### src/rtl/stack_ctrl.sv
// Push/pop controller for a byte stack held in data memory.
// The stack pointer lives in a register-file entry.
module stack_ctrl #(
  parameter int unsigned SP_REG = 29,
  parameter logic [7:0]  SP_TOP = 8'hFF
) (
  input  logic       clk,
  input  logic       rst_n,
  input  logic       push,
  input  logic       pop,
  input  logic [7:0] push_data,
  output logic       busy,
  output logic       done,
  output logic       err,
  output logic [7:0] pop_data,
  output logic [4:0] rf_addr,
  output logic [7:0] rf_wdata,
  output logic       rf_we,
  input  logic [7:0] rf_rdata,
  output logic [7:0] mem_addr,
  output logic [7:0] mem_wdata,
  output logic       mem_we,
  input  logic [7:0] mem_rdata
);

  typedef enum logic [2:0] {
    IDLE,
    RD_SP,
    MEM,
    WR_SP,
    DONE
  } state_t;

  state_t     state;
  state_t     state_nxt;
  logic       op_push;
  logic [7:0] data_q;
  logic [7:0] sp;
  logic [7:0] nsp;
  logic [7:0] pop_q;
  logic       err_q;
  logic       accept;
  logic       conflict;
  logic       fault;

  assign accept   = (state == IDLE) && (push ^ pop);
  assign conflict = (state == IDLE) && push && pop;
  // Bounds check uses the live read so an abort leaves RD_SP directly.
  assign fault    = op_push ? (rf_rdata == 8'h00)
                            : (rf_rdata == SP_TOP);
  assign nsp      = op_push ? (sp - 8'd1) : (sp + 8'd1);

  always_ff @(posedge clk or negedge rst_n) begin
    if (!rst_n) begin
      state <= IDLE;
    end else begin
      state <= state_nxt;
    end
  end

  always_comb begin
    state_nxt = state;
    unique case (state)
      IDLE:  if (accept) state_nxt = RD_SP;
      RD_SP: state_nxt = fault ? IDLE : MEM;
      MEM:   state_nxt = WR_SP;
      WR_SP: state_nxt = DONE;
      DONE:  state_nxt = IDLE;
      default: state_nxt = IDLE;
    endcase
  end

  always_ff @(posedge clk or negedge rst_n) begin
    if (!rst_n) begin
      op_push <= 1'b0;
      data_q  <= 8'h00;
      sp      <= SP_TOP;
      pop_q   <= 8'h00;
      err_q   <= 1'b0;
    end else begin
      err_q <= conflict || ((state == RD_SP) && fault);
      if (accept) begin
        op_push <= push;
        data_q  <= push_data;
      end
      if (state == RD_SP) sp <= rf_rdata;
      if ((state == MEM) && !op_push) pop_q <= mem_rdata;
    end
  end

  always_comb begin
    busy      = (state != IDLE);
    done      = 1'b0;
    err       = err_q;
    pop_data  = pop_q;
    rf_addr   = 5'(SP_REG);
    rf_wdata  = 8'h00;
    rf_we     = 1'b0;
    mem_addr  = 8'h00;
    mem_wdata = 8'h00;
    mem_we    = 1'b0;
    unique case (1'b1)
      (state == MEM): begin
        mem_addr = op_push ? nsp : sp;
        if (op_push) begin
          mem_wdata = data_q;
          mem_we    = 1'b1;
        end
      end
      (state == WR_SP): begin
        rf_wdata = nsp;
        rf_we    = 1'b1;
      end
      (state == DONE): done = 1'b1;
      default: ;
    endcase
  end

endmodule

### config.mk
export PLATFORM = sky130hd
export DESIGN_NAME = stack_ctrl
export DESIGN_NICKNAME = d
export VERILOG_FILES = /design/src/rtl/stack_ctrl.sv
export SDC_FILE = /design/constraint.sdc
export NUM_CORES = 1
export LEC_CHECK = 0
export ABC_AREA = 1
export BUFFER_PORTS_ARGS = -buffer_cell sky130_fd_sc_hd__buf_4
export CAP_MARGIN = 20
export CORE_MARGIN = 1
export CORE_UTILIZATION = 49
export DETAILED_ROUTE_END_ITERATION = 8
export PLACE_DENSITY = 0.78
export SYNTH_ARGS = -nofsm -noshare
export SYNTH_HDL_FRONTEND = slang
export SYNTH_SLANG_ARGS = --single-unit
### constraint.sdc
create_clock -name clk -period 2.5 [get_ports clk]
set_clock_uncertainty 0.2 [all_clocks]
set_input_delay 0.5 -clock clk [delete_from_list [all_inputs] [get_ports clk]]
set_output_delay 0.5 -clock clk [all_outputs]
set_load 0.01 [all_outputs]
# Yosys cells after proc, flatten, opt, wreduce, memory -nomap -nowiden

Index checks and enable logic that the tools add are counted.

Register bits: 29
Input bits: 28
Output and inout port bits: 42
Word-level logic and storage cells: 39

Add/sub/neg operators: 2
Equality and inequality tests: 6
Mux-type cells: 14
Bitwise gates (word level): 1
Reduce and logical (&&, ||, !) cells: 10

Operator list:

| operator            | count |
|---|---|
| $mux 8              | 6 |
| $pmux 3 s4          | 1 |
| $add 8x1->8 const B | 1 |
| $eq 8x8->1 const B  | 1 |
| $logic_not 8->1     | 1 |
| $sub 8x1->8 const B | 1 |
| $eq 3x2->1 const B  | 2 |
| $logic_and 1x1->1   | 5 |
| $mux 1              | 5 |
| $eq 3x1->1 const B  | 1 |
| $eq 3x3->1 const B  | 1 |
| $logic_not 3->1     | 1 |
| $mux 3              | 1 |
| $reduce_bool 3->1   | 1 |
| $mux 2              | 1 |
| $ne 2x2->1 const B  | 1 |
| $logic_not 1->1     | 1 |
| $logic_or 1x1->1    | 1 |
| $xor 1x1->1         | 1 |

# Longest topological paths before layout

Depth after elaboration: 4
Mapped depth: 8
Depth with buffers taken out: 8

# Least setup slack after synthesis

Ideal clock, no wire load.

Path type: flip-flop to output port
From: reg op_push
To: out mem_addr[3]
Arrival time: 1.497 ns
Data required time: 1.800 ns
Path slack: 0.303 ns
Cell stages (with the launch flop): 6
Buffers on the path: 0
Path through: dfrtp_1 > ha_1 > a21oi_1 > nand2_1 > xnor2_1 > o21ai_0

Cells in the longest elaborated chain, start to end: 3

Ends and longest elaborated chain:

| item                   | line | RTL |
|---|---|---|
| start, declared        | 36   | `logic op_push;` |
| start signal, assigned | 83   | `op_push <= push;` |
| $mux 8                 | 51   | `assign nsp = op_push ? (sp - 8'd1) : (sp + 8'd1);` |
| $mux 8 *               | 104  | `mem_addr = op_push ? nsp : sp;` |
| $mux 8 *               | 102  | `unique case (1'b1)` |
| end, declared          | 20   | `output logic [7:0] mem_addr,` |

Every way passes the cells marked *; elsewhere a longest branch is shown, timed or not.

# Worst setup path in the final report

From: reg op_push
To: out mem_addr[4]

The elaborated chain is that of the path after synthesis.

==> impl_metrics.ini <==
[placement]
detailedPlace.worstSlack_ps = 64.39
placement.io_buffers = 64
dp.final_hpwl_mm = 3.150
gp_routability_congestion = 0.8649

[yosys]
yosys_warnings = 0
synth.lib_cells_used.distinct = 27
synth_top_area_share = 0.2832
synth_top_cells_by_area = sky130_fd_sc_hd__dfrtp_1 (28%), sky130_fd_sc_hd__nand2_1 (20%), sky130_fd_sc_hd__dfstp_2 (11%)
synth-seq-area-share = 0.3965
syn_area_sq_um = 1856
synth_top_area_cell = sky130_fd_sc_hd__dfrtp_1
synthCells = 251
yosys_reg_bits = 29
synth_area_per_cell_sq_um = 7.393

[grt]
maximum_number_of_pins_on_one_net_before_global_route_repair = 30
overflow = 0
grt_antenna_before_repair = 0
grt_usage = 0.2417
globalRouteMet2Util = 0.4322
first_global_vias = 1815
global_route.peak_usage_layer = met2
use_met3 = 0.07428
grt_use_met1 = 0.2773
grt_first_pass_wirelength_mm = 7.659

[critical_path]
timing.reg2reg.worst_path_depth = 8
worstSetupEndpoint = mem_addr[4]
r2r_end = state[1]
regToRegSetupSlack_ps = 760
cp_data_required_time_ps = 1800
worst-endpoint-arrival_ps = 1900
cpPeakStageDelay_ps = 450
worst_setup_path_startpoint = op_push
timing_worst_setup_path_type = reg -> out
cpMaxStageDelayCell = sky130_fd_sc_hd__dfrtp_2
rr_startpoint = op_push
cells_traversed_along_the_worst_timing_path = buf_12 > fa_2 > a21oi_2 > xnor2_2 > nand2_1 > nand2_1 > buf_4
crit_top_cell = sky130_fd_sc_hd__nand2_1
start_kind = flip-flop
worst-path-max-fanout = 3
worstSetupEndpointType = output pin

[hold_path]
min_path_type = in -> reg

[routing]
drt-pass1-iter-count = 4
route.vias.total = 1848
average_detailed_routed_wire_length_per_instance_microns = 13.13
drt-initial-drc-count = 99
route.final.wire_length_mm = 4.949
drt.antenna.violating_nets = 0
vias_per_cell = 4.902
remaining_drc_errors = 0

[floorplanning]
die_area_sq_um = 4037
boundaryPins = 70
die_x_microns = 63.54
core_area_sq_um = 3468
std_cell_rows = 21
chipHeight_microns = 63.54
initial_core_util = 0.5350

[layout]
finalCoreUtilization = 0.7922
fillCellCount = 247
insertedDiodeCount = 0
synthToLayoutAreaGrowth_pct = 48.08
post_route_cells_drive_above_1_share = 0.4169
finish.net_count = 365

[run_status]
failed_checks = setup timing
status = finished, violations left

[clock_network]
numClockSinks = 29
clock_tree.buffer_depth = 2
clk_root_buffer_cell = sky130_fd_sc_hd__clkbuf_8
clock_latency_ps = 270
number_of_buffers_added_by_the_clock_tree_synthesis_step = 5
tritoncts = built
clock_tree.htree_level_count = 2
clock_transition_at_the_registers_of_the_reported_paths_ps = 60

[pwr]
power.density_nw_per_um2 = 1552
comb_power_share = 0.686
cell_internal_pwr_mw = 2.274
p_leak_nw = 1.438
p_seq_frac = 0.227
irDropWorstVdd_mv = 0.7388
switchingPower_mw = 1.991
clock_network_power_share = 0.086
power_switching_share = 0.4668

[timing]
min_period_over_period = 1.042
layout_min_cycle_time_ps = 2605
finalWorstSetupSlack_ps = -104.9
achievable-frequency_mhz = 383.9
timing.final.max_slew_violations = 0
rsz0062_at_grt = yes
finalHoldViolations = 0
fin_setup_tns_ps = -551.2
report.final.setup_viol = 10

[job]
timing.max_cap.violations = 0
[metal layers]
layer  vias up  share of wire
li1        931              -
met1       840           0.42
met2        68           0.51
met3         9          0.056
met4         0          0.013
met5         -              0
[logic make-up after synthesis]
logic type,Yosys count,share of synthesized area
compound gates,16,0.04585
xor+xnor,6,0.03844
fa+ha+maj,7,0.05125
buf+inv,36,0.09305
flops,29,0.3965
other cells,2,0.004047
simple gates,155,0.3709
[synthesized netlist by cell type]
master	number
sky130_fd_sc_hd__dfrtp_1	21
sky130_fd_sc_hd__nand2_1	101
sky130_fd_sc_hd__nor2_4	2
sky130_fd_sc_hd__o21ai_0	4
sky130_fd_sc_hd__nor3_1	4
sky130_fd_sc_hd__o21ai_1	6
sky130_fd_sc_hd__xor2_4	1
sky130_fd_sc_hd__xnor2_1	5
sky130_fd_sc_hd__buf_4	5
sky130_fd_sc_hd__nor3_4	2
sky130_fd_sc_hd__fa_1	1
sky130_fd_sc_hd__buf_2	3
sky130_fd_sc_hd__a21oi_1	4
sky130_fd_sc_hd__ha_1	6
sky130_fd_sc_hd__nand3_1	18
sky130_fd_sc_hd__and2_1	1
sky130_fd_sc_hd__nand4_1	2
sky130_fd_sc_hd__inv_1	23
sky130_fd_sc_hd__inv_4	3
sky130_fd_sc_hd__dfstp_2	8
sky130_fd_sc_hd__nor2_1	22
sky130_fd_sc_hd__nand2_8	1
sky130_fd_sc_hd__nand2_4	2
sky130_fd_sc_hd__conb_1	2
sky130_fd_sc_hd__inv_2	1
sky130_fd_sc_hd__o21a_1	2
sky130_fd_sc_hd__buf_6	1
[state kept, by name, summed over array words and instances, names as in the netlist]
| name | cells |
|---|---|
| data_q | 8 |
| pop_data | 8 |
| sp | 8 |
| state | 3 |
| err | 1 |
| op_push | 1 |
[power by group through the flow]
stage	registers [mW]	clock network, mW	logic [mW]
global route	1.00	0.407	3.18
detailed placement	0.958	0	2.08
CTS	0.982	0.376	2.46
floorplan	0.944	0	1.41
global placement	0.956	0	2.04
finish	0.970	0.368	2.93
[cells in the final DEF, fill, tap and decap left out, drive strengths merged]
cell type	Yosys	final
clkbuf	0	5
o21a	2	2
clkinv	0	2
nand2	104	104
inv	27	26
dlygate4sd3	0	1
xor2	1	1
conb	2	5
and2	1	1
nor2	24	24
dfstp	8	8
buf	9	77
dfrtp	21	21
nor3	6	6
xnor2	5	5
clkinvlp	0	2
nand3	18	18
ha	6	6
nand4	2	2
fa	1	1
o21ai	10	10
a21oi	4	4
[per-stage QoR]
stage	hold WS (ps)	cells	total power [mW]	cell area, sq um
2_1_floorplan	4.409	254	2.352	1867
3_3_place_gp	243.9	356	2.995	2349
3_5_place_dp	238.1	356	3.038	2349
4_1_cts	210.8	373	3.814	2635
5_1_grt	216.3	377	4.589	2748
6_report	216.2	377	4.265	2748
[layout make-up]
type                       instances  area, sq um  share of cell area
clock buffer                       5        68.82             0.02505
clock inverter                     3        17.52            0.006375
inverter                          27        115.1             0.04189
multi-input combinational        189         1127              0.4103
sequential                        29        738.2              0.2687
tap                               46        57.56             0.02095
timing repair buffer              78        623.1              0.2268
[worst min-delay path by stage]
stage / start / endpoint / slack, ps / cells past startpoint
3_3_place_gp: rst_n / pop_data[2] / 240 / 1
6_report: mem_rdata[0] / pop_data[0] / 220 / 3
2_1_floorplan: rst_n / data_q[0] / 4 / 0
4_1_cts: mem_rdata[0] / pop_data[0] / 210 / 3
5_1_grt: mem_rdata[0] / pop_data[0] / 220 / 3
3_5_place_dp: rst_n / pop_data[2] / 240 / 1
[worst max-delay path: cells and delay by family, from the launching register on]
family                     cells  cell delay [ps]
adders and majority gates      1              380
DFF                            1              450
xor gates and xnor gates       1              140
AOI/OAI and AO/OA              1              200
buffers and inverters          2              270
and+or+nand+nor                2              190
[what timing repair did]
| item | in CTS | in global routing |
|---|---|---|
| hold endpoints to repair | 21 | 0 |
| setup buffers | 8 | 4 |
| hold buffers | 1 | 0 |
| endpoints found under the setup margin | 13 | 13 |
| resized for setup | 30 | 19 |
| pin swaps | 18 | 13 |
Note: power is estimated with default switching activity, not from simulation.
